File: src/rtl/pipeline_pkg.sv
// pipeline_pkg: shared types for the ID/EX stage.
//   - ALU opcode constants driven on Operation.
//   - fwd_sel_e: operand source chosen by the forwarding unit.
//   - id_ex_t: the full set of fields held in the ID/EX register.
package pipeline_pkg;

    localparam int DATA_W = 32;
    localparam int OP_W   = 4;
    localparam int REG_W  = 5;

    localparam logic [OP_W-1:0] ALU_AND = 4'b0000;
    localparam logic [OP_W-1:0] ALU_OR  = 4'b0001;
    localparam logic [OP_W-1:0] ALU_ADD = 4'b0010;
    localparam logic [OP_W-1:0] ALU_XOR = 4'b0011;
    localparam logic [OP_W-1:0] ALU_SUB = 4'b0110;
    localparam logic [OP_W-1:0] ALU_BEQ = 4'b1000;

    typedef enum logic [1:0] {
        FWD_REG = 2'd0,
        FWD_MEM = 2'd1,
        FWD_WB  = 2'd2
    } fwd_sel_e;

    typedef struct packed {
        logic              valid;
        logic              reg_write;
        logic              mem_read;
        logic              mem_write;
        logic              alu_src;
        logic [OP_W-1:0]   op;
        logic [REG_W-1:0]  rd;
        logic [REG_W-1:0]  rs1;
        logic [REG_W-1:0]  rs2;
        logic [DATA_W-1:0] rs1_data;
        logic [DATA_W-1:0] rs2_data;
        logic [DATA_W-1:0] imm;
        logic [DATA_W-1:0] pc;
    } id_ex_t;

endpackage

File: src/rtl/id_ex_stage_forward_unit.sv
// forward_unit: combinational operand-source selection for the EX stage.
//   ex_rs1/ex_rs2         source indices of the instruction in EX
//   mem_rd/mem_reg_write  destination tag of the instruction in MEM
//   wb_rd/wb_reg_write    destination tag of the instruction in WB
//   fwd_a/fwd_b           selected source for rs1/rs2 (MEM beats WB)
module forward_unit
    import pipeline_pkg::*;
#(
    parameter int REG_ADDR = 5
) (
    input  logic [REG_ADDR-1:0] ex_rs1,
    input  logic [REG_ADDR-1:0] ex_rs2,
    input  logic [REG_ADDR-1:0] mem_rd,
    input  logic                mem_reg_write,
    input  logic [REG_ADDR-1:0] wb_rd,
    input  logic                wb_reg_write,
    output fwd_sel_e            fwd_a,
    output fwd_sel_e            fwd_b
);

    // x0 is hardwired zero, so a write tagged 0 never supplies a value.
    function automatic fwd_sel_e pick(input logic [REG_ADDR-1:0] rs);
        if (mem_reg_write && (mem_rd != '0) && (mem_rd == rs))
            return FWD_MEM;
        else if (wb_reg_write && (wb_rd != '0) && (wb_rd == rs))
            return FWD_WB;
        else
            return FWD_REG;
    endfunction

    assign fwd_a = pick(ex_rs1);
    assign fwd_b = pick(ex_rs2);

endmodule

File: src/rtl/id_ex_stage.sv
// id_ex_stage: ID/EX pipeline register feeding the ALU.
//   ID side : id_valid/id_ready handshake, decoded indices, operands,
//             immediate, PC, ALU op and control bits.
//   Control : flush (kill EX), ex_stall (hold EX).
//   Bypass  : MEM/WB destination tags, enables and results.
//   ALU side: SrcA, SrcB, Operation.
//   EX/MEM  : ex_valid, ex_reg_write, ex_mem_read, ex_mem_write, ex_rd,
//             ex_store_data (forwarded rs2), ex_pc.
// Load-use hazards stall ID for one cycle and insert a bubble into EX.
module id_ex_stage
    import pipeline_pkg::*;
#(
    parameter int DATA_WIDTH    = 32,
    parameter int OPCODE_LENGTH = 4,
    parameter int REG_ADDR      = 5
) (
    input  logic                     clk,
    input  logic                     reset,
    input  logic                     id_valid,
    output logic                     id_ready,
    input  logic [REG_ADDR-1:0]      id_rs1,
    input  logic [REG_ADDR-1:0]      id_rs2,
    input  logic [REG_ADDR-1:0]      id_rd,
    input  logic [DATA_WIDTH-1:0]    id_rs1_data,
    input  logic [DATA_WIDTH-1:0]    id_rs2_data,
    input  logic [DATA_WIDTH-1:0]    id_imm,
    input  logic [DATA_WIDTH-1:0]    id_pc,
    input  logic [OPCODE_LENGTH-1:0] id_alu_op,
    input  logic                     id_alu_src,
    input  logic                     id_reg_write,
    input  logic                     id_mem_read,
    input  logic                     id_mem_write,
    input  logic                     flush,
    input  logic                     ex_stall,
    input  logic [REG_ADDR-1:0]      mem_rd,
    input  logic [REG_ADDR-1:0]      wb_rd,
    input  logic                     mem_reg_write,
    input  logic                     wb_reg_write,
    input  logic [DATA_WIDTH-1:0]    mem_result,
    input  logic [DATA_WIDTH-1:0]    wb_result,
    output logic [DATA_WIDTH-1:0]    SrcA,
    output logic [DATA_WIDTH-1:0]    SrcB,
    output logic [OPCODE_LENGTH-1:0] Operation,
    output logic                     ex_valid,
    output logic                     ex_reg_write,
    output logic                     ex_mem_read,
    output logic                     ex_mem_write,
    output logic [REG_ADDR-1:0]      ex_rd,
    output logic [DATA_WIDTH-1:0]    ex_store_data,
    output logic [DATA_WIDTH-1:0]    ex_pc
);

    id_ex_t                stage_p0;
    id_ex_t                id_entry;
    logic                  load_use;
    logic [DATA_WIDTH-1:0] rs1_fwd;
    logic [DATA_WIDTH-1:0] rs2_fwd;
    fwd_sel_e              fwd_a;
    fwd_sel_e              fwd_b;

    // Bubble keeps the data fields; only control and tags are killed.
    function automatic id_ex_t make_bubble(input id_ex_t s);
        id_ex_t b;
        b           = s;
        b.valid     = 1'b0;
        b.reg_write = 1'b0;
        b.mem_read  = 1'b0;
        b.mem_write = 1'b0;
        b.op        = '0;
        b.rd        = '0;
        return b;
    endfunction

    // ---- ID side: hazard detection and capture-time WB bypass ----
    assign load_use = stage_p0.valid && stage_p0.mem_read && (stage_p0.rd != '0) &&
                      ((stage_p0.rd == id_rs1) || (stage_p0.rd == id_rs2)) && id_valid;

    // Gated by reset so id_ready reads 0 while the stage is held in reset.
    assign id_ready = reset && !ex_stall && !load_use;

    // WB writes the register file in the same cycle ID reads it, so the
    // read data may be stale; take the WB result directly in that case.
    always_comb begin
        id_entry           = '0;
        id_entry.valid     = 1'b1;
        id_entry.reg_write = id_reg_write;
        id_entry.mem_read  = id_mem_read;
        id_entry.mem_write = id_mem_write;
        id_entry.alu_src   = id_alu_src;
        id_entry.op        = id_alu_op;
        id_entry.rd        = id_rd;
        id_entry.rs1       = id_rs1;
        id_entry.rs2       = id_rs2;
        id_entry.imm       = id_imm;
        id_entry.pc        = id_pc;
        id_entry.rs1_data  = (wb_reg_write && (wb_rd != '0) && (wb_rd == id_rs1)) ? wb_result : id_rs1_data;
        id_entry.rs2_data  = (wb_reg_write && (wb_rd != '0) && (wb_rd == id_rs2)) ? wb_result : id_rs2_data;
    end

    // ---- ID/EX register ----
    always_ff @(posedge clk or negedge reset) begin
        if (!reset)
            stage_p0 <= '0;
        else if (flush)
            stage_p0 <= make_bubble(stage_p0);
        else if (ex_stall)
            stage_p0 <= stage_p0;
        else if (load_use)
            stage_p0 <= make_bubble(stage_p0);
        else if (id_valid)
            stage_p0 <= id_entry;
        else
            stage_p0 <= make_bubble(stage_p0);
    end

    // ---- EX side: zero-cycle forwarding into the ALU operands ----
    forward_unit #(
        .REG_ADDR      (REG_ADDR)
    ) u_forward_unit (
        .ex_rs1        (stage_p0.rs1),
        .ex_rs2        (stage_p0.rs2),
        .mem_rd        (mem_rd),
        .mem_reg_write (mem_reg_write),
        .wb_rd         (wb_rd),
        .wb_reg_write  (wb_reg_write),
        .fwd_a         (fwd_a),
        .fwd_b         (fwd_b)
    );

    always_comb begin
        case (fwd_a)
            FWD_MEM: rs1_fwd = mem_result;
            FWD_WB:  rs1_fwd = wb_result;
            default: rs1_fwd = stage_p0.rs1_data;
        endcase
        case (fwd_b)
            FWD_MEM: rs2_fwd = mem_result;
            FWD_WB:  rs2_fwd = wb_result;
            default: rs2_fwd = stage_p0.rs2_data;
        endcase
    end

    assign SrcA          = rs1_fwd;
    assign SrcB          = stage_p0.alu_src ? stage_p0.imm : rs2_fwd;
    assign ex_store_data = rs2_fwd;
    assign Operation     = stage_p0.op;
    assign ex_valid      = stage_p0.valid;
    assign ex_reg_write  = stage_p0.reg_write;
    assign ex_mem_read   = stage_p0.mem_read;
    assign ex_mem_write  = stage_p0.mem_write;
    assign ex_rd         = stage_p0.rd;
    assign ex_pc         = stage_p0.pc;

endmodule

File: config.mk
export PLATFORM = sky130hd
export DESIGN_NAME = id_ex_stage
export DESIGN_NICKNAME = d
export VERILOG_FILES = /design/src/rtl/pipeline_pkg.sv /design/src/rtl/id_ex_stage_forward_unit.sv /design/src/rtl/id_ex_stage.sv
export SDC_FILE = /design/constraint.sdc
export NUM_CORES = 1
export LEC_CHECK = 0
export ABC_AREA = 1
export CORE_ASPECT_RATIO = 0.6
export CORE_MARGIN = 5
export CORE_UTILIZATION = 35
export DETAILED_ROUTE_END_ITERATION = 8
export PLACE_DENSITY = 0.66
export SETUP_SLACK_MARGIN = 0.05
export SLEW_MARGIN = 0
export SYNTH_ARGS = -nofsm -noshare
export SYNTH_HDL_FRONTEND = slang
export SYNTH_SLANG_ARGS = --single-unit
File: constraint.sdc
create_clock -name clk -period 1.7 [get_ports clk]
set_input_delay 0.255 -clock clk [delete_from_list [all_inputs] [get_ports clk]]
set_output_delay 0.255 -clock clk [all_outputs]
set_load 0.1 [all_outputs]
# Yosys cells after proc, flatten, opt, wreduce, memory -nomap -nowiden
# Index checks and enable logic that the tools add are counted.
dict set report classes {
  n_eq_ne 13
  muxes 13
  bitwise_logic 3
  n_reduce_logical 21
}
# cell count
set op_table {}
lappend op_table {{2-to-1 mux 152 bit} 4}
lappend op_table {{one-hot mux 32 bit (2 select lines)} 2}
lappend op_table {{2-to-1 mux 32 bit} 3}
lappend op_table {{== test 5 bit} 8}
lappend op_table {{nonzero test 5 bit} 3}
lappend op_table {{logical AND 1 bit} 14}
lappend op_table {{2-to-1 mux 2 bit} 4}
lappend op_table {{== test 2 x 1 -> 1 bit, second input constant} 2}
lappend op_table {{== test 2 bit, second input constant} 2}
lappend op_table {{AND reduction 4 bit} 1}
lappend op_table {{inverter 1 bit} 3}
lappend op_table {{logical NOT 1 bit} 2}
lappend op_table {{!= test 2 bit, second input constant} 1}
lappend op_table {{logical OR 1 bit} 1}
dict set report word_totals {
  regBits 152
  out_inout_bits 142
}

# Logic depth before layout (Yosys ltp)
# Gate-level depths: netlist of run 1.
dict set report depth {
  word_depth 8
  ltp_mapped 12
  mapped_depth_nobuf 10
}

# By module
# Synthesis of run 1 repeated with hierarchy kept, for this count alone.
dict set report hier_totals {
  cells_unflattened 1467
  area_unflattened_um2 9500.4
}
# mod n_inst cells_per_inst area_each_um2 seq_area_each_um2
set by_module_without_submodules {}
lappend by_module_without_submodules {id_ex_stage 1 1386 9137.5 3803.6}
lappend by_module_without_submodules {forward_unit 1 81 362.8 0.0}

# Least setup slack after synthesis of run 1
# OpenSTA, ideal clock, no wires.
dict set report synth_path {
  path_type {flip-flop to output port}
  startpoint {reg stage_p0[129] (netlist bit)}
  endpoint {out SrcB[0]}
  t_arrival_ps 2756
  required_time_ps 1445
  slack_ps -1311
  stages_incl_launch_ff 12
  cell_sequence {dfrtp_1 -> inv_1 -> nand2_1 -> nand2_1 -> nand2_1 -> nor2_4 -> nand3_2 -> buf_2 -> nand3_1 -> nand3_1 -> nand2_1 -> nand2_1}
}
dict set report synth_via {
  elab_chain_len 7
  elab_cells_between_ends 10
  cone_classes {eq/ne (4); mux (4); reduce/logical (2)}
}
# element line
set synth_lines {}
lappend synth_lines {{from (decl)} id_ex_stage.sv:53} ;# id_ex_t stage_p0;
lappend synth_lines {{from (signal assigned)} id_ex_stage.sv:105} ;# stage_p0 <= make_bubble(stage_p0);
lappend synth_lines {{from (signal assigned)} id_ex_stage.sv:107} ;# stage_p0 <= stage_p0;
lappend synth_lines {{from (signal assigned)} id_ex_stage.sv:109} ;# stage_p0 <= make_bubble(stage_p0);
lappend synth_lines {{== test 5 bit} id_ex_stage_forward_unit.sv:25} ;# else if (wb_reg_write && (wb_rd != '0) && (wb_rd == rs))
lappend synth_lines {{logical AND 1 bit} id_ex_stage_forward_unit.sv:25}
lappend synth_lines {{2-to-1 mux 2 bit} id_ex_stage_forward_unit.sv:25}
lappend synth_lines {{2-to-1 mux 2 bit *} id_ex_stage_forward_unit.sv:23} ;# if (mem_reg_write && (mem_rd != '0) && (mem_rd == rs))
lappend synth_lines {{== test 2 bit / == test 2 x 1 -> 1 bit (equally long branches)} id_ex_stage.sv:136} ;# case (fwd_b)
lappend synth_lines {{one-hot mux 32 bit (2 select lines) *} id_ex_stage.sv:136}
lappend synth_lines {{net ex_store_data[0]} id_ex_stage.sv:49} ;# output logic [DATA_WIDTH-1:0] ex_store_data,
lappend synth_lines {{2-to-1 mux 32 bit *} id_ex_stage.sv:144} ;# assign SrcB = stage_p0.alu_src ? stage_p0.imm : rs2_fwd;
lappend synth_lines {{to (decl)} id_ex_stage.sv:42} ;# output logic [DATA_WIDTH-1:0] SrcB,
# Mark *: on every way through the listed nets, which the timed path passes. The rest lies on a longest branch.

# Worst setup path after layout of run 1
dict set report layout_path {
  startpoint {reg stage_p0[129] (netlist bit)}
  endpoint {out SrcB[1]}
}
dict set report layout_via {
  elab_chain_len 7
  elab_cells_between_ends 10
  cone_classes {eq/ne (4); mux (4); reduce/logical (2)}
}
# element line
set layout_lines {}
lappend layout_lines {{== test 5 bit} id_ex_stage_forward_unit.sv:25}
lappend layout_lines {{logical AND 1 bit} id_ex_stage_forward_unit.sv:25}
lappend layout_lines {{2-to-1 mux 2 bit} id_ex_stage_forward_unit.sv:25}
lappend layout_lines {{2-to-1 mux 2 bit *} id_ex_stage_forward_unit.sv:23}
lappend layout_lines {{== test 2 bit / == test 2 x 1 -> 1 bit (equally long branches)} id_ex_stage.sv:136}
lappend layout_lines {{one-hot mux 32 bit (2 select lines) *} id_ex_stage.sv:136}
lappend layout_lines {{2-to-1 mux 32 bit *} id_ex_stage.sv:144}
# Every way passes the cells marked *; elsewhere a longest branch is shown, timed or not.

==> results of run 1 <==
==> power by group through the flow <==
| stage | combinational [mW] | sequential, mW | clock, mW |
|---|---|---|---|
| after global placement | 12.4 | 4.67 | 0 |
| after detailed placement | 12.4 | 4.70 | 0 |
| after floorplan | 7.73 | 4.57 | 0 |
| after CTS | 12.5 | 4.64 | 4.12 |
| after global routing | 13.7 | 4.82 | 4.31 |
| final | 13.3 | 4.77 | 4.11 |
==> placed cells by master, fill, tap and decap left out, drive strengths merged <==
cell type      count
dlygate4sd3        1
clkbuf            60
xor2              19
dlymetal6s2s       1
inv               26
dlygate4sd2        6
diode              1
nand3            385
nor3               5
bufinv             2
clkdlybuf4s50    223
buf              340
xnor2             15
dfrtp            152
nor2b              1
clkinvlp           3
clkinv             2
nand4             33
nand2            629
nand3b             2
nor2              23
==> repair_timing <==
action	CTS	global route
gates resized for setup	29	420
hold buffers	1	0
hold endpoints to repair	97	0
buffers inserted	0	12
setup endpoints to repair	247	247
pin swaps	7	220
cloned	0	58
==> tightest hold or removal path, cell delays in order <==
cell	delay [ns]
clkdlybuf4s50_1	0.40
nand3_1	0.08
nand2_1	0.05
==> area by class of cell <==
type	count	area, um^2
Inverter	20	98.84
Clock inverter	13	155.1
Clock buffer	19	452.9
Fill cell	1592	5323
Sequential cell	152	3820
Timing Repair Buffer	612	8518
Tap cell	367	459.2
Antenna cell	1	2.502
Multi-Input combinational cell	1112	8633
==> cells by family after synthesis <==
| group | Yosys count | share of synthesized area [%] |
|---|---|---|
| buffers and inverters | 172 | 9.734 |
| xor gates and xnor gates | 34 | 3.060 |
| and+or+nand+nor | 1074 | 48.12 |
| DFF | 152 | 39.09 |
==> state kept, by name, summed over array words and instances (netlist names) <==
name and cells:
ex_rd 5, ex_reg_write 1, stage_p0 107, ex_valid 1
ex_mem_read 1, ex_pc 32, Operation 4, ex_mem_write 1
==> metal layers <==
metal | vias up | part of all wire (%)
li1 | 5639 | -
met1 | 6446 | 39
met2 | 1061 | 43
met3 | 224 | 14
met4 | 0 | 3.9
met5 | - | 0
==> metrics by stage <==
stage / setup slack (ns) / power (mW) / TNS [ns] / instance area, um^2
2_1_floorplan: -0.4217 / 12.29 / -18.86 / 11670
3_3_place_gp: -0.8002 / 17.03 / -130.62 / 18140
3_5_place_dp: -0.8009 / 17.12 / -136.88 / 18140
4_1_cts: -0.9055 / 21.24 / -77.65 / 18840
5_1_grt: -1.072 / 22.80 / -129.91 / 22140
6_report: -1.021 / 22.19 / -114.35 / 22140
==> final timing paths <==
kind                          startpoint           end  slack [ns]  cells past startpoint
max                        stage_p0[129]       SrcB[1]       -1.02                     13
min                             id_pc[2]      ex_pc[2]        0.34                      3
max reg2reg                     ex_rd[0]  stage_p0[90]       -0.28                     11
min reg2reg                 stage_p0[41]  stage_p0[41]        0.48                      2
max in group asynchronous          reset     ex_pc[18]        0.50                      3
min in group asynchronous          reset  stage_p0[97]        0.52                      3
==> results.cfg, run 1 <==
[run_status]
status = finished with violations
violations = setup timing

[sta]
hold_ws_ns = 0.3358
fmax_mhz = 367.6
finalMaxSlewViolations = 0
period_needed_ns = 2.721
rsz0062_at_grt = yes
skew_ns = 0.01489
worst_slack_ns = -1.021
slew_headroom_pct = 44.36
finalHoldViolations = 0
finalCritPeriodShare_pct = 160.0
tightest_slew_ns = 0.8345
finalSetupViolations = 249

[clock_network]
cts_tree = done
path_clk_slew_ns = 0.08
cts-root-buf = clkbuf_16
cts_made_buffers = 17
cts_buffer_depth = 2
clk_latency_ns = 0.47
clock_sinks = 152
htreeDepth = 4

[routing]
ant_nets = 0
via_count = 13370
vias_per_cell = 5.823
wire_per_inst_um = 26.52
drt-initial-drc-count = 1741
drt_pass1_iterations = 7
route.detailed.drc = 0
drt-total-wl_um = 60900

[floorplan]
io_pins = 374
core_mm2 = 0.02746
die_w_um = 225.3
start_util_pct = 35.43
std_cell_rows = 47
die_h_um = 139.2
die_area_mm2 = 0.03135

[worst_setup_path]
crit_top_cell = nand2_2
critPathLaunchType = register
path_cells = inv_2 > nand2_2 > nand2_2 > nand2_2 > nor2_4 > nand3_4 > buf_12 > clkbuf_16 > nand3_2 > nand3_4 > nand2_4 > nand2_8 > buf_12
cp.required_ns = 1.44
path_max_fanout = 10
crit_family = simple AND/OR/NAND/NOR gates
worst_setup_path_end_kind = output pin
worstPathArrival_ns = 2.47
slowest_delay_ns = 0.47
cp_num_buf_inv = 4
cp_slowest_cell = dfrtp_2
criticalPathCategory = register to output pin

[logic_synthesis]
synth_top_area_share_pct = 39.09
synth-seq-area-share_pct = 39.09
yosysUniqueCellTypes = 23
syn_nets = 1664
yosys_warnings = 0
yosys-top-cells-count = nand2_1 (622), nand3_1 (382), dfrtp_1 (152), buf_4 (65), buf_2 (40)
syn_avg_cell_area_um2 = 6.795
synth_ff_type = dfrtp_1
synth.most_common_cell = nand2_1
synth_edf_count = 0
ys_ff_latch = 152
postSynthCellCount = 1432
yosys.area.top_type = dfrtp_1
synth.area.top_cells = dfrtp_1 (39%), nand2_1 (24%), nand3_1 (20%), buf_4 (5.0%), nand4_1 (2.1%)
ys_async_sr_fraction_pct = 100.0
synthesis.area_mm2 = 0.009731

[placement]
port_buffers = 373
hpwl_um = 37680
gp_congestion = 0.9855
place_inst = 2192

[global_routing]
gr-usage-met3_pct = 9.943
antenna_found_initial = 2
grt-ovfl-total = 0
grt_max_degree = 98
grt_pass1_vias = 11400
busiest_layer = met1
grt_pass1_wl_um = 72140
grt_use_met2_pct = 41.10
met1_usage_pct = 45.82
grt_use_total_pct = 29.93

[power]
powerDensity_mw_per_mm2 = 1002
p_switching_mw = 10.72
swShare_pct = 48.32
ir_worst_vdd_mv = 0.9665
combPwrFrac_pct = 60.0
pwr-share-seq_pct = 21.5
leakage_nw = 10.07
internal_power_mw = 11.47
p_clk_share_pct = 18.5

[final_layout]
final_cells = 2296
postLayoutCoreUtil_pct = 80.62
layout.nets = 2147
drive_gt1_share_pct = 46.99
areaGrowthSynthToFinish_pct = 127.5

[worst_hold_path]
hold_path.class = input port to register

[job]
maxCapViolations = 0
Note: power is estimated with default switching activity, not from simulation.
==> inputs of run 2 (changes only) <==
- ABC_AREA: 1 -> not set
- PLACE_DENSITY: 0.66 -> 0.67
==> run 2 against run 1 <==
  * The flow still finishes with violations (setup timing)
  * Cell count fell by 27%
  * Hold slack improved by 0.085 ns
  * Clock-buffer cell count grew 1
  * Register-to-register slack worse by 0.48 ns
  * First-iteration DRC count fell by 75%
  * Utilization fell by 6.2 points
==> results.cfg, run 2 <==
[run_status]
status = finished with violations
violations = setup timing

[worst_setup_path]
r2r_start = ex_rd[3]
path_max_fanout = 8
cp.required_ns = 1.44
critPathLaunchType = register
worst_setup_path_end_kind = output pin
worstPathArrival_ns = 2.71
r2r_end = stage_p0[132]
crit_path_end = SrcB[23]
criticalPathCategory = register to output pin
ff2ff_setup_slack_ns = -0.76
cp-startpoint = stage_p0[132]
rr_worst_depth = 8

[global_routing]
grt_use_total_pct = 26.90
grt_pass1_wl_um = 61890
antenna_found_initial = 12
grt_max_degree = 93
grt_pass1_vias = 9733
grt-ovfl-total = 0

[placement]
port_buffers = 373
gp_congestion = 0.8491
place_inst = 1597
hpwl_um = 28860
placed_area_mm2 = 0.01755

[floorplan]
std_cell_rows = 46
die_w_um = 221.5
die_area_mm2 = 0.03032
io_pins = 374
core_mm2 = 0.02642
start_util_pct = 35.55
die_h_um = 136.9

[logic_synthesis]
synth_ff_type = dfrtp_1
synth_top_area_share_pct = 40.50
synth.area.top_cells = dfrtp_1 (40%), mux2_2 (23%), mux2i_1 (6.8%), a221oi_2 (4.8%), buf_4 (4.2%)
synth_edf_count = 0
synth-seq-area-share_pct = 40.50
yosys-top-cells-count = mux2_2 (196), dfrtp_1 (152), mux2i_1 (64), buf_4 (52), nor2_1 (37)
synthesis.area_mm2 = 0.009393
yosys_warnings = 0
ys_async_sr_fraction_pct = 100.0
synth.most_common_cell = mux2_2
syn_nets = 1063
yosys.area.top_type = dfrtp_1
syn_avg_cell_area_um2 = 11.30
postSynthCellCount = 831
ys_ff_latch = 152
yosysUniqueCellTypes = 33

[job]
maxCapViolations = 0

[sta]
skew_ns = 0.009964
fmax_mhz = 336.8
tightest_slew_ns = 0.9876
rsz0062_at_grt = yes
finalMaxSlewViolations = 0
setup_tns_ns = -208.52
finalCritPeriodShare_pct = 174.7
slew_headroom_pct = 34.03
hold_ws_ns = 0.4210
finalSetupViolations = 249
finalHoldViolations = 0
worst_slack_ns = -1.269
period_needed_ns = 2.969

[final_layout]
areaGrowthSynthToFinish_pct = 109.2
layout.nets = 1534
layout_commonest_cell = clkdlybuf4s50_1
final_cells = 1677
drive_gt1_share_pct = 55.97
largest_reg_flops = 107
design_area_mm2 = 0.01965
top_register = stage_p0
final_cell_mix = clkdlybuf4s50_1 (221), buf_12 (183), dfrtp_1 (149)

[routing]
ant_nets = 0
drt-total-wl_um = 40280
dr_wl_met2_um = 18320
via_count = 8583
drt_pass1_iterations = 5
wl_met1_um = 17850
drt-initial-drc-count = 435
vias_per_cell = 5.118
wl_met3_um = 3150
wire_per_inst_um = 24.02
route.detailed.drc = 0
top_layer = met5

[power]
powerDensity_mw_per_mm2 = 1220
leakage_nw = 8.105
ir_worst_vdd_mv = 1.160
finalPower_mw = 23.97

[clock_network]
cts_made_buffers = 17
clk_latency_ns = 0.44
clock_sinks = 152
cts-root-buf = clkbuf_16
cts_tree = done
path_clk_slew_ns = 0.07
htreeDepth = 4
cts_buffer_depth = 2

[worst_hold_path]
hold_path.class = input port to register
[run 2: kinds of logic (layout without fill, tap and decap cells)]
family,count (synthesis),after routing,share of synthesized area [%]
AND/OR/NAND/NOR,120,121,5.928
flip-flops,152,152,40.50
buffers and inverters,136,619,8.459
other,0,2,0
AO/OA/AOI/OAI,116,116,10.23
XOR/XNOR,40,40,3.730
multiplexers,267,267,31.16
[run 2: worst min path at each step]
stage | start | end | slack [ns] | cells past startpoint
2_1_floorplan | reset | Operation[0] | -0.04 | 0
3_3_place_gp | reset | ex_rd[4] | 0.31 | 2
3_5_place_dp | reset | stage_p0[95] | 0.32 | 2
4_1_cts | id_pc[6] | ex_pc[6] | 0.39 | 2
5_1_grt | id_pc[6] | ex_pc[6] | 0.40 | 2
6_report | id_mem_read | ex_mem_read | 0.42 | 2
[run 2: final cells by class]
cell class | instances | area [um^2]
timing repair buffer | 555 | 7385
clock buffer | 20 | 446.7
inverter | 32 | 120.1
antenna | 2 | 5.005
clock inverter | 12 | 176.4
fill | 1614 | 6764
multi-input combinational | 544 | 7261
tap | 360 | 450.4
sequential | 152 | 3810
[run 2: what timing repair did]
| action | 4_1_cts | 5_1_grt |
|---|---|---|
| gates cloned | 16 | 1 |
| endpoints found under the hold margin | 152 | 0 |
| hold buffers | 1 | 0 |
| resized for setup | 206 | 21 |
| pin swaps | 53 | 10 |
| buffers inserted | 40 | 8 |
| setup endpoints to repair | 249 | 249 |
[run 2: metrics by stage]
step,util [%],setup WS (ns)
3_3_place_gp,66.43,-1.295
6_report,74.40,-1.269
2_1_floorplan,-,-1.119
3_5_place_dp,66.43,-1.289
4_1_cts,75.06,-1.355
5_1_grt,74.40,-1.327
[run 2: worst max-delay path, stage by stage, from the launching register on]
cell and delay, ns:
dfrtp_1 0.40, xnor2_1 0.18, nand3_1 0.10, or4_4 0.59
buf_12 0.24, mux2i_4 0.21, a221oi_4 0.31, buf_12 0.22
[run 2: power by group]
group | switching [mW] | leakage, nW | internal (mW) | total [mW]
Combinational | 8.62 | 5.99 | 6.24 | 14.9
Sequential | 0.677 | 1.82 | 4.28 | 4.95
Clock | 1.66 | 0.300 | 2.49 | 4.15
Total | 11.0 | 8.11 | 13.0 | 24.0
[run 2: metal layers]
layer	up-vias	GRT usage [%]
li1	3897	-
met1	4309	35.77
met2	282	41.77
met3	75	9.861
met4	20	7.458
met5	-	0
==> inputs of run 3 (changes only) <==
- REMOVE_ABC_BUFFERS: not set -> 1
==> run 3 against run 2 <==
  * The run still ends with setup timing left
  * Sequential cell count stayed put
  * Cell count is 0.95% lower
  * Largest cell class unchanged
  * Maximum frequency is 0.32% higher
  * Register-to-register slack worse by 0.04 ns
  * Wire length is 5.8% higher
  * Non-clock buffer count is 17 lower
  * Global-route usage is 0.18 points lower
  * Hold slack better by 0.00084 ns
  * Largest power group unchanged
  * Combinational power is 6% lower
  * First-iteration DRC count is 1.4% lower
==> results.cfg, run 3 (synthesis gave the netlist of run 2 again) <==
[floorplan]
die_area_mm2 = 0.03032
die_w_um = 221.5
start_util_pct = 35.55
std_cell_rows = 46
core_mm2 = 0.02642
die_h_um = 136.9
io_pins = 374

[final_layout]
final_cells = 1661
top_register = stage_p0
postLayoutCoreUtil_pct = 70.53
largest_reg_flops = 107
design_area_mm2 = 0.01863
areaGrowthSynthToFinish_pct = 98.38
layout_commonest_cell = clkdlybuf4s50_1
drive_gt1_share_pct = 54.24
layout.nets = 1516
fillers = 1728
final_cell_mix = clkdlybuf4s50_1 (223), buf_12 (185), dfrtp_1 (151)

[sta]
finalSetupViolations = 249
finalMaxSlewViolations = 0
finalHoldViolations = 0
skew_ns = 0.01388
slew_headroom_pct = 35.82
period_needed_ns = 2.960
finalCritPeriodShare_pct = 174.1
fmax_mhz = 337.9
tightest_slew_ns = 0.9608
worst_slack_ns = -1.260
rsz0062_at_grt = yes

[routing]
drt-total-wl_um = 42630
ant_nets = 0
wire_per_inst_um = 25.66
drt-initial-drc-count = 429
drt_pass1_iterations = 5
vias_per_cell = 5.211
via_count = 8655
route.detailed.drc = 0

[clock_network]
clk_latency_ns = 0.44
cts_buffer_depth = 2
clock_sinks = 152
cts_made_buffers = 17
cts_tree = done
cts-root-buf = clkbuf_16
path_clk_slew_ns = 0.07
htreeDepth = 4

[worst_setup_path]
cp.required_ns = 1.44
path_max_fanout = 12
worst_setup_path_end_kind = output pin
worstPathArrival_ns = 2.70
criticalPathCategory = register to output pin
critPathLaunchType = register

[global_routing]
grt_pass1_vias = 9570
grt_use_total_pct = 26.72
grt-ovfl-total = 0
antenna_found_initial = 7
grt_pass1_wl_um = 61090
grt_max_degree = 55

[worst_hold_path]
hold_path.class = input port to register

[placement]
hpwl_um = 26860
gp_congestion = 0.8667
port_buffers = 373
dp_slack_ns = -1.315
placed_area_mm2 = 0.01535
place_inst = 1556

[run_status]
status = finished with violations
violations = setup timing

[power]
ir_worst_vdd_mv = 1.296
powerDensity_mw_per_mm2 = 1262
leakage_nw = 7.944

[job]
maxCapViolations = 0
==> run 3: cell count changes in the layout (fill, tap and decap cells not counted), sizes merged <==
| cell | delta |
|---|---|
| diode | +3 |
| bufinv | +3 |
| dlygate4sd2 | -2 |
| clkdlybuf4s50 | +2 |
| buf | -21 |
| clkinvlp | -1 |
| clkbuf | +4 |
| and4 | -1 |
| clkinv | -3 |
==> run 3: repair_timing <==
| item | 4_1_cts | 5_1_grt |
|---|---|---|
| gates resized for setup | 328 | 121 |
| pin swaps | 40 | 34 |
| setup buffers | 49 | 12 |
| hold endpoints to repair | 52 | 0 |
| gates cloned | 24 | 5 |
| hold buffers | 1 | 0 |
| endpoints found under the setup margin | 249 | 250 |
==> run 3: metrics by stage <==
step	total power [mW]	TNS, ns	hold WS, ns
2_1_floorplan	12.21	-877.19	-0.04059
3_3_place_gp	17.38	-238.47	0.3240
3_5_place_dp	17.50	-244.39	0.3198
4_1_cts	23.18	-213.36	0.4046
5_1_grt	24.15	-232.55	0.4093
6_report	23.51	-207.70	0.4218
==> run 3: layer usage <==
metal | GRT usage (%) | wire, um
met1 | 34.92 | 18650
met2 | 43.48 | 19860
met3 | 8.081 | 3077
met4 | 7.629 | 1013
met5 | 0 | 27
==> run 3: power by group <==
group | internal, mW | switching (mW)
Sequential | 4.28 | 0.602
Clock | 2.98 | 1.67
Combinational | 5.67 | 8.31
==> run 3: final timing paths <==
check | startpoint | end | slack, ns | cells past startpoint
min in group asynchronous | reset | stage_p0[55] | 0.44 | 3
worst min register to register | stage_p0[37] | stage_p0[37] | 0.51 | 1
worst max register to register | ex_rd[1] | ex_pc[15] | -0.80 | 9
worst max-delay path | stage_p0[129] | SrcB[25] | -1.26 | 7
max in group asynchronous | reset | stage_p0[147] | 0.60 | 4
worst min-delay path | id_rd[0] | ex_rd[0] | 0.42 | 2
==> run 3: area by class of cell <==
cell class / count / area, um^2 / share of cell area, %
multi-input cells: 543 / 6142 / 32.96
flip-flops and latches: 152 / 3807 / 20.43
repair buffers: 538 / 7400 / 39.71
well taps: 360 / 450.4 / 2.417
inverters: 32 / 120.1 / 0.6446
clock buffers: 20 / 456.7 / 2.451
diodes: 5 / 12.51 / 0.06715
clock inverters: 11 / 244.0 / 1.309
==> run 3: critical path, stage by stage, from the launching register on <==
cell	delay, ns
dfrtp_1	0.41
xnor2_1	0.18
nand3_1	0.09
or4_4	0.56
buf_6	0.21
mux2i_2	0.21
a221oi_2	0.36
buf_12	0.22
